## src/rtl/sevseg_reader_pkg.sv

```systemverilog
// Shared types and constants for the 7-segment scan reader.
// Contents: glyph patterns (segments a..g in bits 0..6, active-high),
// code_t, digit_t, and the sampling FSM state type.
// Macro SEVSEG_DP_CAPTURE_EN adds a dp field to digit_t.
package sevseg_reader_pkg;

  localparam logic [6:0] GLYPH_0     = 7'h3F;
  localparam logic [6:0] GLYPH_1     = 7'h06;
  localparam logic [6:0] GLYPH_2     = 7'h5B;
  localparam logic [6:0] GLYPH_3     = 7'h4F;
  localparam logic [6:0] GLYPH_4     = 7'h66;
  localparam logic [6:0] GLYPH_5     = 7'h6D;
  localparam logic [6:0] GLYPH_6     = 7'h7D;
  localparam logic [6:0] GLYPH_7     = 7'h07;
  localparam logic [6:0] GLYPH_7_ALT = 7'h27;
  localparam logic [6:0] GLYPH_8     = 7'h7F;
  localparam logic [6:0] GLYPH_9     = 7'h6F;
  localparam logic [6:0] GLYPH_9_ALT = 7'h67;
  localparam logic [6:0] GLYPH_A     = 7'h77;
  localparam logic [6:0] GLYPH_B6    = 7'h7C;  // b, or a 6 without its top segment
  localparam logic [6:0] GLYPH_C     = 7'h39;
  localparam logic [6:0] GLYPH_D     = 7'h5E;
  localparam logic [6:0] GLYPH_E     = 7'h79;
  localparam logic [6:0] GLYPH_F     = 7'h71;
  localparam logic [6:0] GLYPH_BLANK = 7'h00;

  typedef logic [3:0] code_t;

  typedef struct packed {
    code_t code;
    logic  blank;
    logic  err;
`ifdef SEVSEG_DP_CAPTURE_EN
    logic  dp;
`endif
  } digit_t;

  typedef enum logic [1:0] {IDLE, SETTLE, HOLD} state_t;

endpackage

```

## src/rtl/sevseg_glyph_encoder.sv

```systemverilog
// Combinational glyph-to-code encoder.
// Ports: seg (active-high segments a..g), hex_en (0x7C -> B when set, else 6),
//        glyph (code/blank/err; dp field, if built with SEVSEG_DP_CAPTURE_EN, is 0).
module sevseg_glyph_encoder
  import sevseg_reader_pkg::*;
(
  input  logic [6:0] seg,
  input  logic       hex_en,
  output digit_t     glyph
);

  always_comb begin
    glyph = '0;
    case (seg)
      GLYPH_0:                  glyph.code = 4'h0;
      GLYPH_1:                  glyph.code = 4'h1;
      GLYPH_2:                  glyph.code = 4'h2;
      GLYPH_3:                  glyph.code = 4'h3;
      GLYPH_4:                  glyph.code = 4'h4;
      GLYPH_5:                  glyph.code = 4'h5;
      GLYPH_6:                  glyph.code = 4'h6;
      GLYPH_7, GLYPH_7_ALT:     glyph.code = 4'h7;
      GLYPH_8:                  glyph.code = 4'h8;
      GLYPH_9, GLYPH_9_ALT:     glyph.code = 4'h9;
      GLYPH_A:                  glyph.code = 4'hA;
      GLYPH_B6:                 glyph.code = hex_en ? 4'hB : 4'h6;
      GLYPH_C:                  glyph.code = 4'hC;
      GLYPH_D:                  glyph.code = 4'hD;
      GLYPH_E:                  glyph.code = 4'hE;
      GLYPH_F:                  glyph.code = 4'hF;
      GLYPH_BLANK:              glyph.blank = 1'b1;
      default:                  glyph.err = 1'b1;
    endcase
  end

endmodule

```

## src/rtl/sevseg_scan_reader.sv

```systemverilog
// Multiplexed 7-segment bus reader: samples each strobed digit once it has
// settled, debounces per digit, and offers full frames on valid/ready.
// Ports: clk, rst (async, active high), seg_in, dig_in, al (active-low segs),
//        hex_en, frame_data/blank/err/ovr/valid out, frame_ready in.
// Macro SEVSEG_DP_CAPTURE_EN adds dp_in and frame_dp.
module sevseg_scan_reader
  import sevseg_reader_pkg::*;
#(
  parameter int unsigned NUM_DIGITS    = 4,
  parameter int unsigned SETTLE_CYCLES = 3,
  parameter int unsigned STABLE_SCANS  = 2
) (
  input  logic                    clk,
  input  logic                    rst,
  input  logic [6:0]              seg_in,
  input  logic [NUM_DIGITS-1:0]   dig_in,
  input  logic                    al,
  input  logic                    hex_en,
`ifdef SEVSEG_DP_CAPTURE_EN
  input  logic                    dp_in,
  output logic [NUM_DIGITS-1:0]   frame_dp,
`endif
  output logic [4*NUM_DIGITS-1:0] frame_data,
  output logic [NUM_DIGITS-1:0]   frame_blank,
  output logic [NUM_DIGITS-1:0]   frame_err,
  output logic                    frame_ovr,
  output logic                    frame_valid,
  input  logic                    frame_ready
);

  localparam int unsigned IDX_W  = (NUM_DIGITS > 1) ? $clog2(NUM_DIGITS) : 1;
  localparam int unsigned CNT_W  = $clog2(SETTLE_CYCLES + 1);
  localparam int unsigned SCNT_W = $clog2(STABLE_SCANS + 1);
  localparam logic [CNT_W-1:0]  SETTLE_L = CNT_W'(SETTLE_CYCLES);
  localparam logic [SCNT_W-1:0] STABLE_L = SCNT_W'(STABLE_SCANS);

  logic [6:0]            seg_m, seg_s;
  logic [NUM_DIGITS-1:0] dig_m, dig_s;
  logic                  al_m, al_s;
`ifdef SEVSEG_DP_CAPTURE_EN
  logic                  dp_m, dp_s;
`endif

  always_ff @(posedge clk or posedge rst) begin
    if (rst) begin
      seg_m <= '0; seg_s <= '0;
      dig_m <= '0; dig_s <= '0;
      al_m  <= 1'b0; al_s <= 1'b0;
`ifdef SEVSEG_DP_CAPTURE_EN
      dp_m  <= 1'b0; dp_s <= 1'b0;
`endif
    end else begin
      seg_m <= seg_in; seg_s <= seg_m;
      dig_m <= dig_in; dig_s <= dig_m;
      al_m  <= al;     al_s  <= al_m;
`ifdef SEVSEG_DP_CAPTURE_EN
      dp_m  <= dp_in;  dp_s  <= dp_m;
`endif
    end
  end

  logic             one_hot;
  logic [IDX_W-1:0] hot_idx;

  assign one_hot = (dig_s != '0) && ((dig_s & (dig_s - NUM_DIGITS'(1))) == '0);

  always_comb begin
    hot_idx = '0;
    for (int unsigned i = 0; i < NUM_DIGITS; i++)
      if (dig_s[i]) hot_idx = IDX_W'(i);
  end

  state_t           state, state_nx;
  logic [CNT_W-1:0] cnt, cnt_nx;
  logic [IDX_W-1:0] idx, idx_nx;
  logic             start, take;

  // A new one-hot strobe may be picked up straight from HOLD so back-to-back
  // strobes keep the same sampling latency as strobes separated by a gap.
  always_comb begin
    state_nx = state;
    cnt_nx   = cnt;
    idx_nx   = idx;
    start    = 1'b0;
    take     = 1'b0;
    unique case (state)
      IDLE:   start = one_hot;
      SETTLE: begin
        if (one_hot && hot_idx == idx) begin
          cnt_nx = cnt + CNT_W'(1);
          if (cnt_nx == SETTLE_L) begin
            take     = 1'b1;
            state_nx = HOLD;
          end
        end else if (one_hot) begin
          start = 1'b1;
        end else begin
          state_nx = IDLE;
        end
      end
      HOLD: begin
        if (!dig_s[idx]) begin
          if (one_hot) start = 1'b1;
          else         state_nx = IDLE;
        end
      end
      default: state_nx = IDLE;
    endcase
    if (start) begin
      idx_nx = hot_idx;
      cnt_nx = CNT_W'(1);
      if (SETTLE_CYCLES == 1) begin
        take     = 1'b1;
        state_nx = HOLD;
      end else begin
        state_nx = SETTLE;
      end
    end
  end

  always_ff @(posedge clk or posedge rst) begin
    if (rst) begin
      state <= IDLE;
      cnt   <= '0;
      idx   <= '0;
    end else begin
      state <= state_nx;
      cnt   <= cnt_nx;
      idx   <= idx_nx;
    end
  end

  digit_t enc, sample;

  sevseg_glyph_encoder u_enc (
    .seg    (seg_s ^ {7{al_s}}),
    .hex_en (hex_en),
    .glyph  (enc)
  );

  always_comb begin
    sample = enc;
`ifdef SEVSEG_DP_CAPTURE_EN
    sample.dp = dp_s ^ al_s;
`endif
  end

  digit_t                cand      [NUM_DIGITS];
  digit_t                commit    [NUM_DIGITS];
  digit_t                commit_nx [NUM_DIGITS];
  logic [SCNT_W-1:0]     scnt      [NUM_DIGITS];
  logic [SCNT_W-1:0]     new_cnt;
  logic [NUM_DIGITS-1:0] mask, mask_nx;
  logic                  frame_done;

  always_comb begin
    if (sample != cand[idx_nx])       new_cnt = SCNT_W'(1);
    else if (scnt[idx_nx] == STABLE_L) new_cnt = STABLE_L;
    else                               new_cnt = scnt[idx_nx] + SCNT_W'(1);
    commit_nx = commit;
    if (take && new_cnt == STABLE_L) commit_nx[idx_nx] = sample;
    mask_nx = mask | (take ? (NUM_DIGITS'(1) << idx_nx) : '0);
    frame_done = (mask_nx == '1);
  end

  logic [4*NUM_DIGITS-1:0] data_nx;
  logic [NUM_DIGITS-1:0]   blank_nx, err_nx;
`ifdef SEVSEG_DP_CAPTURE_EN
  logic [NUM_DIGITS-1:0]   dp_nx;
`endif

  always_comb begin
    data_nx  = '0;
    blank_nx = '0;
    err_nx   = '0;
`ifdef SEVSEG_DP_CAPTURE_EN
    dp_nx    = '0;
`endif
    for (int unsigned i = 0; i < NUM_DIGITS; i++) begin
      data_nx[4*i +: 4] = commit_nx[i].code;
      blank_nx[i]       = commit_nx[i].blank;
      err_nx[i]         = commit_nx[i].err;
`ifdef SEVSEG_DP_CAPTURE_EN
      dp_nx[i]          = commit_nx[i].dp;
`endif
    end
  end

  always_ff @(posedge clk or posedge rst) begin
    if (rst) begin
      for (int unsigned i = 0; i < NUM_DIGITS; i++) begin
        cand[i]   <= '0;
        commit[i] <= '0;
        scnt[i]   <= '0;
      end
      mask        <= '0;
      frame_data  <= '0;
      frame_blank <= '0;
      frame_err   <= '0;
`ifdef SEVSEG_DP_CAPTURE_EN
      frame_dp    <= '0;
`endif
      frame_ovr   <= 1'b0;
      frame_valid <= 1'b0;
    end else begin
      commit <= commit_nx;
      if (take) begin
        cand[idx_nx] <= sample;
        scnt[idx_nx] <= new_cnt;
      end
      mask <= frame_done ? '0 : mask_nx;
      if (frame_done && (!frame_valid || frame_ready)) begin
        frame_data  <= data_nx;
        frame_blank <= blank_nx;
        frame_err   <= err_nx;
`ifdef SEVSEG_DP_CAPTURE_EN
        frame_dp    <= dp_nx;
`endif
        frame_valid <= 1'b1;
        frame_ovr   <= 1'b0;
      end else if (frame_done) begin
        frame_ovr   <= 1'b1;
      end else if (frame_valid && frame_ready) begin
        frame_valid <= 1'b0;
        frame_ovr   <= 1'b0;
      end
    end
  end

endmodule

```

## config.mk

```make
export PLATFORM = sky130hd
export DESIGN_NAME = sevseg_scan_reader
export DESIGN_NICKNAME = d
export VERILOG_FILES = /design/src/rtl/sevseg_reader_pkg.sv /design/src/rtl/sevseg_glyph_encoder.sv /design/src/rtl/sevseg_scan_reader.sv
export SDC_FILE = /design/constraint.sdc
export NUM_CORES = 1
export LEC_CHECK = 0
export ABC_AREA = 1
export CAP_MARGIN = 20
export CORE_AREA = 4 4 131 96
export DETAILED_ROUTE_END_ITERATION = 12
export DIE_AREA = 0 0 135 100
export PLACE_DENSITY = 0.66
export SLEW_MARGIN = 10
export SYNTH_ARGS = -nofsm -noshare
export SYNTH_HDL_FRONTEND = slang
export SYNTH_HIERARCHICAL = 1
export SYNTH_SLANG_ARGS = --single-unit
```

## constraint.sdc

```tcl
create_clock -name clk -period 6.6 [get_ports clk]
set_input_delay 1.98 -clock clk [delete_from_list [all_inputs] [get_ports clk]]
set_output_delay 1.98 -clock clk [all_outputs]
set_load 0.02 [all_outputs]
```

# Yosys cells after proc, flatten, opt, wreduce, memory -nomap -nowiden
# Cells that the tools add are included.
word_totals:
  ff_bits: 116
  in_bits: 16
  output_inout_bits: 26
  elab_cells: 155
op_classes:
  add_sub_neg: 3
  magnitude_cmp: 3
  n_eq_ne: 30
  shifts: 1
  mux: 49
  bitwise_logic: 4
  n_reduce_logical: 22
ops:
  columns: ["operator", "n"]
  rows:
  - ["$eq 7x7->1 const B", 13]
  - ["$pmux 4 s15", 1]
  - ["$bwmux 24", 2]
  - ["$mux 2", 16]
  - ["$mux 24", 1]
  - ["$eq 7x6->1 const B", 3]
  - ["$reduce_or 19->1", 1]
  - ["$mux 6", 3]
  - ["$mux 1", 15]
  - ["$eq 7x3->1 const B", 2]
  - ["$bmux 6 s2", 1]
  - ["$demux 6 s2", 1]
  - ["$mux 4", 3]
  - ["$bwmux 8", 1]
  - ["$eq 2x2->1 const B", 4]
  - ["$logic_not 7->1", 1]
  - ["$xor 7x7->7", 1]
  - ["$logic_and 1x1->1", 6]
  - ["$ne 6x6->1", 1]
  - ["$pmux 2 s3", 1]
  - ["$reduce_bool 2->1", 3]
  - ["$add 2x1->2 const B", 2]
  - ["$and 4x4->4", 1]
  - ["$bmux 2 s2", 1]
  - ["other kinds (26)", 28]

# Logic depth before layout (Yosys ltp)
# Gate-level depths: netlist of the first run.
depth:
  depth_word: 18
  depth_mapped: 25
  ltp_nobuf: 24

# Modules after synthesis
# Netlist of the first run, hierarchy kept.
modules_own_cells:
  columns: ["module", "n_inst", "cells_each", "area_per_inst_um2", "seq_area_each_um2"]
  rows:
  - ["sevseg_scan_reader", 1, 590, 5172.5, 2902.8]
  - ["sevseg_glyph_encoder", 1, 87, 379.1, 0.0]

# Worst setup path before layout of the first run
# Ideal clock, no wire load.
synth_path:
  kind: "input to register"
  start: "input port hex_en"
  end: "register commit[0] in the netlist's numbering"
  setup_ns: 0.119
  arrival_ns: 3.192
  required_ns: 6.481
  slack_ns: 3.289
  cell_stages: 10
  path_buffers: 1
  cell_sequence: "o211ai_1 > inv_1 > nand2_1 > nand2_1 > nor2_1 > nand3_1 > nor2_4 > buf_4 > nand4_1 > and2_1"
synth_lines:
  columns: ["item", "line", "rtl"]
  rows:
  - ["start, declared", "sevseg_scan_reader.sv:18", "input logic hex_en,"]
  - ["end signal, assigned", "sevseg_scan_reader.sv:206", "commit <= commit_nx;"]
  - ["end, declared", "sevseg_scan_reader.sv:149", "digit_t commit [NUM_DIGITS];"]

==> metrics.cfg, run 1 <==
[status]
run_status = complete, no violations

[clocking]
cts_buffers = 17
clkTransAtPathRegs_ns = 0.05
htreeDepth = 4
hold_buffers = 0
cts_resized = 0
cts.sinks = 116
clockBufferDepth = 2
worstSkewPairLatency_ns = 0.42
cts_tree = built
clockRootBuffer = clkbuf_16
cts_setup_buffers = 0

[detailed_routing]
drc = 0
wl_per_cell_um = 13.8
viasPerCell = 5.06
antenna_left = 0
first_pass_iters = 5
drtIter0Drc = 370
drt_wl_total_mm = 12.3
via_count = 4521

[final_layout]
multiInputGateArea_mm2 = 0.00223
final_cell_mix = nand2_1 (226), dfrtp_1 (116), inv_1 (76)
area_delta_synth_final_pct = 21.3
fin_nets = 745
nFillCells = 1002
final_common_cell = nand2_1
drive_above_1_share_pct = 8.15
insertedDiodeCount = 0
final_core_util_pct = 59.3
regArea_mm2 = 0.00290
instances_no_fill = 893

[setup_path]
crit_fanout = 32
worstReg2RegEnd = frame_data[3]$_DFFE_PP0P_
critPathSlowestCell = nor2_4
cp_data_arrival_time_ns = 4.67
worstPathRequired_ns = 6.95
r2r_cells = 21
cp_slowest_stage_delay_ns = 0.58
reg2reg_from = idx[0]$_DFF_PP0_
cp_common_cell = nand2_1
critical_path_class = primary input to register
end_kind = register
cp-endpoint = frame_data[3]$_DFFE_PP0P_
startpoint = hex_en
path_cells = clkdlybuf4s50_1, nand4_1, nand4_1, inv_1, nand2_1, nand2_1, nor2_1, nand3_1, nor2_4, nand3_1, nand2_1, nand3_1, nand2_1
r2r_setup_slack_ns = 2.80
startpoint_type = primary input

[place]
hpwl_mm = 8.48
pre_cts_ws_ns = 1.90
dp.cells = 861
routabilityCongestion = 0.898
port_buffers = 41

[timing]
finalCritPeriodShare_pct = 65.5
setup_viol = 0
fin_crit_ns = 4.33
final_hold_viol_count = 0
setup_tns_ns = 0
worst_slew_pin_slew_ns = 0.954
clock.fmax_mhz = 231
drv_slew = 0
grt_setup_unrepaired = no
finalClockSkew_ns = 0.0111
layout_setup_ws_ns = 2.27
relSlewSlack_pct = 36.3

[floorplan]
row_count = 33
die-area_mm2 = 0.0135
chipHeight_um = 100
core_mm2 = 0.0114
die_w_um = 135
start_util_pct = 48.9
io_pins = 42

[global_routing]
grt_first_pass_wirelength_mm = 21.0
grt_use_total_pct = 19.7
grt_overflow = 0
antenna_found_initial = 0
grt_pass1_vias = 4347
grt_start_max_net_pins = 78

[power_and_ir_drop]
power_density_mw_per_mm2 = 327
p_leak_nw = 3.33
ir_drop_mv = 0.210

[yosys]
synth_fp_nets = 699
synth_area_mm2 = 0.00555
syn_inst = 677
synth-seq-cells = 116
syn_avg_cell_area_um2 = 8.20
synthDistinctLibCells = 32
yosys_warnings = 6
ys_seq_area_share_pct = 52.3

[flow_run]
maxCapViolations = 0

[worst_hold_path]
hold_class = register to register

==> worst max-delay path: cells and delay by family <==
| kind | cells | cell delay, ns |
|---|---|---|
| AND/OR/NAND/NOR | 11 | 2.02 |
| buffers and inverters | 2 | 0.66 |
==> synthesized netlist by cell type <==
cell | count | area (um^2)
nor2_1 | 35 | 131
o221ai_1 | 2 | 17.5
and2_1 | 24 | 150
inv_1 | 77 | 289
nand3_2 | 3 | 30.0
o21ai_0 | 33 | 165
nand4_2 | 1 | 12.5
nor2_2 | 3 | 18.8
nand3_4 | 2 | 35.0
buf_2 | 5 | 25.0
xor2_1 | 8 | 70.1
a22oi_1 | 3 | 22.5
nand2_2 | 5 | 31.3
ha_1 | 6 | 75.1
inv_2 | 4 | 15.0
o211ai_1 | 1 | 7.51
clkinv_1 | 4 | 15.0
nand4_1 | 30 | 188
nand2_1 | 226 | 848
nor3_1 | 2 | 10.0
nand3_1 | 58 | 290
nand2_4 | 3 | 33.8
clkbuf_1 | 7 | 26.3
buf_6 | 2 | 22.5
o21ai_1 | 1 | 5.00
a21oi_1 | 9 | 45.0
o21ai_2 | 1 | 8.76
dfrtp_1 | 116 | 2900
inv_4 | 1 | 6.26
nor2_4 | 2 | 22.5
buf_4 | 2 | 15.0
o21ai_4 | 1 | 16.3
==> area by class of cell <==
type	count	share of cell area, %
sequential	116	43.1
multi-input combinational	459	33.2
clock buffer	21	6.99
timing repair buffer	43	6.32
inverter	86	4.87
tap	157	2.92
clock inverter	11	2.58
==> per-stage QoR <==
step	power, mW	instance area, um^2	hold slack, ns
after detailed placement	1.21	6090	0.335
after global placement	1.21	6090	0.332
after floorplan	1.10	5550	0.331
after global routing	2.32	6730	0.354
after CTS	2.22	6730	0.347
final	2.20	6730	0.346
==> routing by layer <==
layer	track usage (%)	part of all wire, %	up-vias
met1	28.2	50	2124
met3	4.71	4.8	27
met4	8.91	1.8	0
met2	28.5	43	129
li1	-	-	2241
met5	0	0	-
==> power by group <==
part | internal, mW | total, mW | switching, mW
registers | 0.751 | 0.778 | 0.0277
logic | 0.134 | 0.427 | 0.293
clock network | 0.663 | 0.997 | 0.334
total | 1.55 | 2.20 | 0.654
==> registers in the layout, summed over array words and instances (netlist names), 4 cells and up <==
name         count
cand            24
frame_data      16
scnt             8
dig_s            4
mask             4
seg_s            7
frame_err        4
seg_m            7
frame_blank      4
commit          24
dig_m            4
==> worst min-delay path by stage <==
stage / cells past startpoint / slack, ns / from / endpoint
2_1_floorplan: 0 / 0.33 / al_m$_DFF_PP0_ / al_s$_DFF_PP0_
3_3_place_gp: 0 / 0.33 / seg_m[0]$_DFF_PP0_ / seg_s[0]$_DFF_PP0_
3_5_place_dp: 0 / 0.33 / al_m$_DFF_PP0_ / al_s$_DFF_PP0_
4_1_cts: 0 / 0.35 / dig_m[2]$_DFF_PP0_ / dig_s[2]$_DFF_PP0_
5_1_grt: 0 / 0.35 / al_m$_DFF_PP0_ / al_s$_DFF_PP0_
6_report: 0 / 0.35 / dig_m[0]$_DFF_PP0_ / dig_s[0]$_DFF_PP0_
==> cells by family after synthesis <==
kind of cell,count (synthesis),synth area share [%]
flip-flops,116,52.3
AND/OR/NAND/NOR,394,32.5
AO/OA/AOI/OAI,51,5.18
adder cells (fa/ha/maj),6,1.35
buffers and inverters,102,7.46
XOR/XNOR,8,1.26
Note: power is estimated with default switching activity, not from simulation.
==> run 2: changes to the inputs <==
Settings changed: PLACE_DENSITY 0.66 to 0.69.
Clock period 6.6 ns to 3.57 ns, I/O delays scaled along.
==> metrics.cfg, run 2 (synthesis results as in run 1) <==
[detailed_routing]
wl_met1_mm = 5.83  ; was 6.18 mm
drtIter0Drc = 478  ; was 370
dr_wl_met3_um = 823  ; was 587 um
highest_layer = met4  ; unchanged
drc = 0  ; unchanged
first_pass_iters = 5  ; unchanged
viasPerCell = 5.02  ; was 5.06
via_count = 4597  ; was 4521
drt_wl_total_mm = 12.4  ; was 12.3 mm
wl_met2_mm = 5.57  ; was 5.31 mm
antenna_left = 0  ; unchanged
wl_per_cell_um = 13.5  ; was 13.8 um

[clocking]
clkTransAtPathRegs_ns = 0.05  ; about the same
cts.sinks = 116  ; unchanged
cts_tree = built  ; unchanged
clockBufferDepth = 2  ; unchanged
worstSkewPairLatency_ns = 0.40  ; was 0.42 ns
cts_buffers = 17  ; unchanged
hold_buffers = 0  ; unchanged
htreeDepth = 4  ; unchanged
clockRootBuffer = clkbuf_16  ; unchanged

[status]
run_status = complete, no violations  ; unchanged

[setup_path]
startpoint = idx[0]$_DFF_PP0_  ; was hex_en
crit_fanout = 14  ; was 32
critical_path_class = register to register  ; was primary input to register
reg2reg_from = idx[0]$_DFF_PP0_  ; unchanged
r2r_setup_slack_ns = 0.33  ; was 2.80 ns
startpoint_type = register  ; was primary input
r2r_cells = 22  ; was 21
end_kind = register  ; unchanged
cp_data_arrival_time_ns = 3.53  ; was 4.67 ns
worstReg2RegEnd = frame_data[15]$_DFFE_PP0P_  ; was frame_data[3]$_DFFE_PP0P_
worstPathRequired_ns = 3.86  ; was 6.95 ns

[worst_hold_path]
hold_class = register to register  ; unchanged
hp-start = dig_m[0]$_DFF_PP0_  ; unchanged
hold_path_end = dig_s[0]$_DFF_PP0_  ; unchanged
holdPathStages = 0  ; unchanged

[timing]
hold_ws_ns = 0.342  ; was 0.346 ns
layout_setup_ws_ns = 0.333  ; was 2.27 ns
fin_crit_ns = 3.24
finalClockSkew_ns = 0.00951  ; was 0.0111 ns
finalCritPeriodShare_pct = 90.7
setup_viol = 0  ; unchanged
relSlewSlack_pct = 64.0  ; was 36.3%
drv_slew = 0  ; unchanged
grt_setup_unrepaired = no  ; unchanged
worst_slew_pin_slew_ns = 0.538  ; was 0.954 ns
setup_tns_ns = 0  ; unchanged
final_hold_viol_count = 0  ; unchanged
clock.fmax_mhz = 309

[power_and_ir_drop]
p_leak_nw = 3.43  ; was 3.33 nW
power_mw = 4.01  ; was 2.20 mW
ir_drop_mv = 0.359  ; was 0.210 mV
power_density_mw_per_mm2 = 580  ; was 327 mW/mm^2

[place]
port_buffers = 41  ; unchanged
hpwl_mm = 8.57  ; was 8.48 mm
dp.cells = 880  ; was 861
pre_cts_ws_ns = 0.226  ; was 1.90 ns
routabilityCongestion = 0.895  ; was 0.898
placed_area_mm2 = 0.00624  ; was 0.00609 mm^2

[final_layout]
final_cell_mix = nand2_1 (226), dfrtp_1 (116), inv_1 (75)  ; was nand2_1 (226), dfrtp_1 (116), inv_1 (76)
drive_above_1_share_pct = 10.8  ; was 8.15%
insertedDiodeCount = 0  ; unchanged
final_common_cell = nand2_1  ; unchanged
fin_nets = 767  ; was 745
instances_no_fill = 915  ; was 893
design_area_mm2 = 0.00690  ; was 0.00673 mm^2
area_delta_synth_final_pct = 24.3  ; was 21.3%
reg.largest.list = cand (24), commit (24), frame_data (16)  ; unchanged
final_core_util_pct = 60.8  ; was 59.3%

[floorplan]
core_mm2 = 0.0114  ; unchanged
die_w_um = 135  ; unchanged
die-area_mm2 = 0.0135  ; unchanged
start_util_pct = 48.9  ; unchanged
chipHeight_um = 100  ; unchanged
io_pins = 42  ; unchanged
row_count = 33  ; unchanged

[flow_run]
maxCapViolations = 0  ; unchanged

[global_routing]
grt_pass1_vias = 4555  ; was 4347
grt_start_max_net_pins = 86  ; was 78
grt_overflow = 0  ; unchanged
grt_use_total_pct = 19.8  ; was 19.7%
grt_first_pass_wirelength_mm = 21.3  ; was 21.0 mm
antenna_found_initial = 0  ; unchanged

run 2: layer usage:
metal,GRT usage (%),vias up
met5,0,-
met3,4.91,14
met2,29.8,152
met1,27.7,2139
met4,7.90,0
li1,-,2292
run 2: repair_timing:
action | in CTS | in global routing
resized for setup | 0 | 3
hold endpoints to repair | 0 | 0
setup endpoints to repair | 0 | 48
buffers inserted | 0 | 3
run 2: how the worst max path moves through the flow:
stage                                 endpoint  slack, ns  cells after the start
finish              frame_data[15]$_DFFE_PP0P_       0.33                     22
global placement    frame_blank[3]$_DFFE_PP0P_       0.33                     14
floorplan                  commit[0]$_DFF_PP0_       0.73                     20
CTS                        commit[8]$_DFF_PP0_       0.18                     20
global route        frame_data[15]$_DFFE_PP0P_       0.01                     22
detailed placement         commit[3]$_DFF_PP0_       0.23                     20
run 2: final cells by class:
class                   count  area (um^2)
repair buffers             65          616
well taps                 157          196
multi-input cells         459         2240
flip-flops and latches    116         2900
clock buffers              22          454
fillers                   981         4450
clock inverters            10          155
inverters                  86          333
run 2: critical path, cell delays in order, from the launching register on:
cell        delay, ns
dfrtp_1          0.43
inv_2            0.11
nand2_1          0.06
nand3_1          0.06
nand2_1          0.09
nor2_2           0.15
o21ai_2          0.10
nand2_4          0.08
nand2_4          0.09
nand2_1          0.13
o21ai_4          0.13
inv_4            0.12
nor2_2           0.06
a22oi_1          0.18
o221ai_1         0.14
inv_1            0.08
ha_1             0.20
clkinvlp_4       0.27
buf_4            0.28
nand3_4          0.12
nand2_1          0.09
nand3_1          0.08
nand2_1          0.06
run 2: power by group:
group / switching, mW / total (mW) / internal (mW)
Sequential: 0.0515 / 1.44 / 1.39
Clock: 0.557 / 1.74 / 1.18
Combinational: 0.552 / 0.829 / 0.277
Total: 1.16 / 4.01 / 2.85
==> run 3: changes to the inputs <==
Settings changed: CORE_AREA 4 4 131 96 to 4 4 123 90, DIE_AREA 0 0 135 100 to 0 0 127 94, PLACE_DENSITY 0.69 to 0.74.
Clock period 3.57 ns to 3.32 ns, I/O delays scaled along.
==> metrics.cfg, run 3 (synthesis results as in run 1) <==
[floorplan]
io_pins = 42  ; unchanged
chipHeight_um = 94  ; was 100 um
die_w_um = 127  ; was 135 um
core_mm2 = 0.0100  ; was 0.0114 mm^2
die-area_mm2 = 0.0119  ; was 0.0135 mm^2
row_count = 31  ; was 33
start_util_pct = 55.5  ; was 48.9%

[global_routing]
antenna_found_initial = 0  ; unchanged
grt_pass1_vias = 4573  ; was 4555
grt_overflow = 0  ; unchanged
grt_first_pass_wirelength_mm = 21.8  ; was 21.3 mm
grt_start_max_net_pins = 63  ; was 86
grt_use_total_pct = 23.4  ; was 19.8%

[setup_path]
crit_fanout = 8  ; was 14
cp_slowest_stage_delay_ns = 0.44  ; was 0.43 ns
startpoint_type = register  ; unchanged
end_kind = register  ; unchanged
critPathSlowestCell = dfrtp_2  ; was dfrtp_1
worstPathRequired_ns = 3.62  ; was 3.86 ns
critical_path_class = register to register  ; unchanged
crit_family = simple AND/OR/NAND/NOR gates  ; unchanged
cp_data_arrival_time_ns = 3.53  ; about the same
r2r_setup_slack_ns = 0.09  ; was 0.33 ns
path_cells = inv_2, nand2_1, nand3_2, nand2_2, nor2_2, o21ai_2, nand2_4, nand2_8, o21ai_4, clkinv_4, nor2_4, a22oi_2, o221ai_1, inv_1, ha_2, inv_1, nor2_4, buf_12, clkbuf_16, nand4_1, and2_1  ; was inv_2, nand2_1, nand3_1, nand2_1, nor2_2, o21ai_2, nand2_4, nand2_4, nand2_1, o21ai_4, inv_4, nor2_2, a22oi_1, o221ai_1, inv_1, ha_1, clkinvlp_4, buf_4, nand3_4, nand2_1, nand3_1, nand2_1
crit_buf_inv = 6  ; was 5

[place]
routabilityCongestion = 0.872  ; was 0.895
hpwl_mm = 8.82  ; was 8.57 mm
port_buffers = 41  ; unchanged
pre_cts_ws_ns = 0.0359  ; was 0.226 ns
dp.cells = 859  ; was 880

[clocking]
htreeDepth = 4  ; unchanged
clockRootBuffer = clkbuf_16  ; unchanged
cts.sinks = 116  ; unchanged
clockBufferDepth = 2  ; unchanged
clkTransAtPathRegs_ns = 0.06  ; was 0.05 ns
worstSkewPairLatency_ns = 0.42  ; was 0.40 ns
cts_buffers = 17  ; unchanged
hold_buffers = 0  ; unchanged
cts_tree = built  ; unchanged

[detailed_routing]
wl_per_cell_um = 15.0  ; was 13.5 um
drtIter0Drc = 408  ; was 478
antenna_left = 0  ; unchanged
drc = 0  ; unchanged
via_count = 4805  ; was 4597
viasPerCell = 5.32  ; was 5.02
drt_wl_total_mm = 13.5  ; was 12.4 mm
first_pass_iters = 5  ; unchanged

[final_layout]
fin_nets = 781  ; was 767
area_delta_synth_final_pct = 28.2  ; was 24.3%
drive_above_1_share_pct = 15.8  ; was 10.8%
reg.largest.list = cand (24), commit (24), frame_data (16)  ; unchanged
insertedDiodeCount = 0  ; unchanged
final_common_cell = nand2_1  ; unchanged
final_cell_mix = nand2_1 (217), dfrtp_1 (114), inv_1 (73)  ; was nand2_1 (226), dfrtp_1 (116), inv_1 (75)
nFillCells = 711  ; was 981
instances_no_fill = 904  ; was 915

[power_and_ir_drop]
combPwrFrac_pct = 24.3  ; was 20.7%
pwr-share-seq_pct = 36.6  ; was 36.0%
p_sw_share_pct = 33.0  ; was 29.0%
p_leak_nw = 3.48  ; was 3.43 nW
power_mw = 4.26  ; was 4.01 mW
ir_drop_mv = 0.679  ; was 0.359 mV
intPower_mw = 2.85  ; about the same
p_switching_mw = 1.41  ; was 1.16 mW
pwr-share-clk_pct = 39.1  ; was 43.3%
power_density_mw_per_mm2 = 598  ; was 580 mW/mm^2

[timing]
setup_viol = 0  ; unchanged
finalCritPeriodShare_pct = 97.2  ; was 90.7%
grt_setup_unrepaired = yes  ; was no
layout_setup_ws_ns = 0.0937  ; was 0.333 ns
setup_tns_ns = 0  ; unchanged
final_hold_viol_count = 0  ; unchanged
drv_slew = 0  ; unchanged
relSlewSlack_pct = 64.1  ; was 64.0%
clock.fmax_mhz = 310  ; was 309 MHz
finalClockSkew_ns = 0.00943  ; was 0.00951 ns
fin_crit_ns = 3.23  ; was 3.24 ns
hold_ws_ns = 0.341  ; was 0.342 ns
worst_slew_pin_slew_ns = 0.538  ; about the same

[worst_hold_path]
hold_class = register to register  ; unchanged

[flow_run]
maxCapViolations = 0  ; unchanged

[status]
run_status = complete, no violations  ; unchanged

-- run 3: repair_timing --
action                     4_1_cts  5_1_grt
setup endpoints to repair        0       55
resized for setup                0       36
setup buffers                    0        9
-- run 3: cell type report --
class                           instances  area, um^2  share of cell area, %
Inverter                               86         335                   4.71
Sequential cell                       116        2910                   40.8
Clock inverter                         14         109                   1.53
Clock buffer                           18         439                   6.17
Tap cell                              132         165                   2.32
Timing Repair Buffer                   78         811                   11.4
Timing Repair inverter                  1        5.00                 0.0703
Multi-Input combinational cell        459        2350                   33.0
-- run 3: path summary, 6_finish.rpt --
check                                    from  cells past startpoint              endpoint
max                          idx[0]$_DFF_PP0_                     21   commit[9]$_DFF_PP0_
max reg2reg                  idx[0]$_DFF_PP0_                     21   commit[9]$_DFF_PP0_
min in group asynchronous                 rst                      2  cand[11]$_DFFE_PP0P_
max in group asynchronous                 rst                      3      idx[0]$_DFF_PP0_
min reg2reg                seg_m[6]$_DFF_PP0_                      0    seg_s[6]$_DFF_PP0_
min                        seg_m[6]$_DFF_PP0_                      0    seg_s[6]$_DFF_PP0_
-- run 3: per-stage QoR --
step	instance area [um^2]	utilization (%)
5_1_grt	7120	71.1
2_1_floorplan	5560	-
3_5_place_dp	6270	62.6
6_report	7120	71.1
4_1_cts	6820	68.1
3_3_place_gp	6270	62.6
-- run 3: power groups by stage --
| stage | Sequential, mW | Clock, mW | Combinational, mW |
|---|---|---|---|
| 2_1_floorplan | 1.58 | 0 | 0.618 |
| 3_3_place_gp | 1.57 | 0 | 0.867 |
| 3_5_place_dp | 1.57 | 0 | 0.897 |
| 4_1_cts | 1.55 | 1.69 | 0.908 |
| 5_1_grt | 1.57 | 1.75 | 1.15 |
| 6_report | 1.56 | 1.67 | 1.03 |
-- run 3: routing by layer --
metal | vias to the layer above | share of wire [%] | global-route usage, %
met4 | 0 | 1.9 | 8.48
met2 | 169 | 47 | 35.3
li1 | 2320 | - | -
met5 | - | 0 | 0
met1 | 2287 | 44 | 32.5
met3 | 29 | 7.4 | 6.42
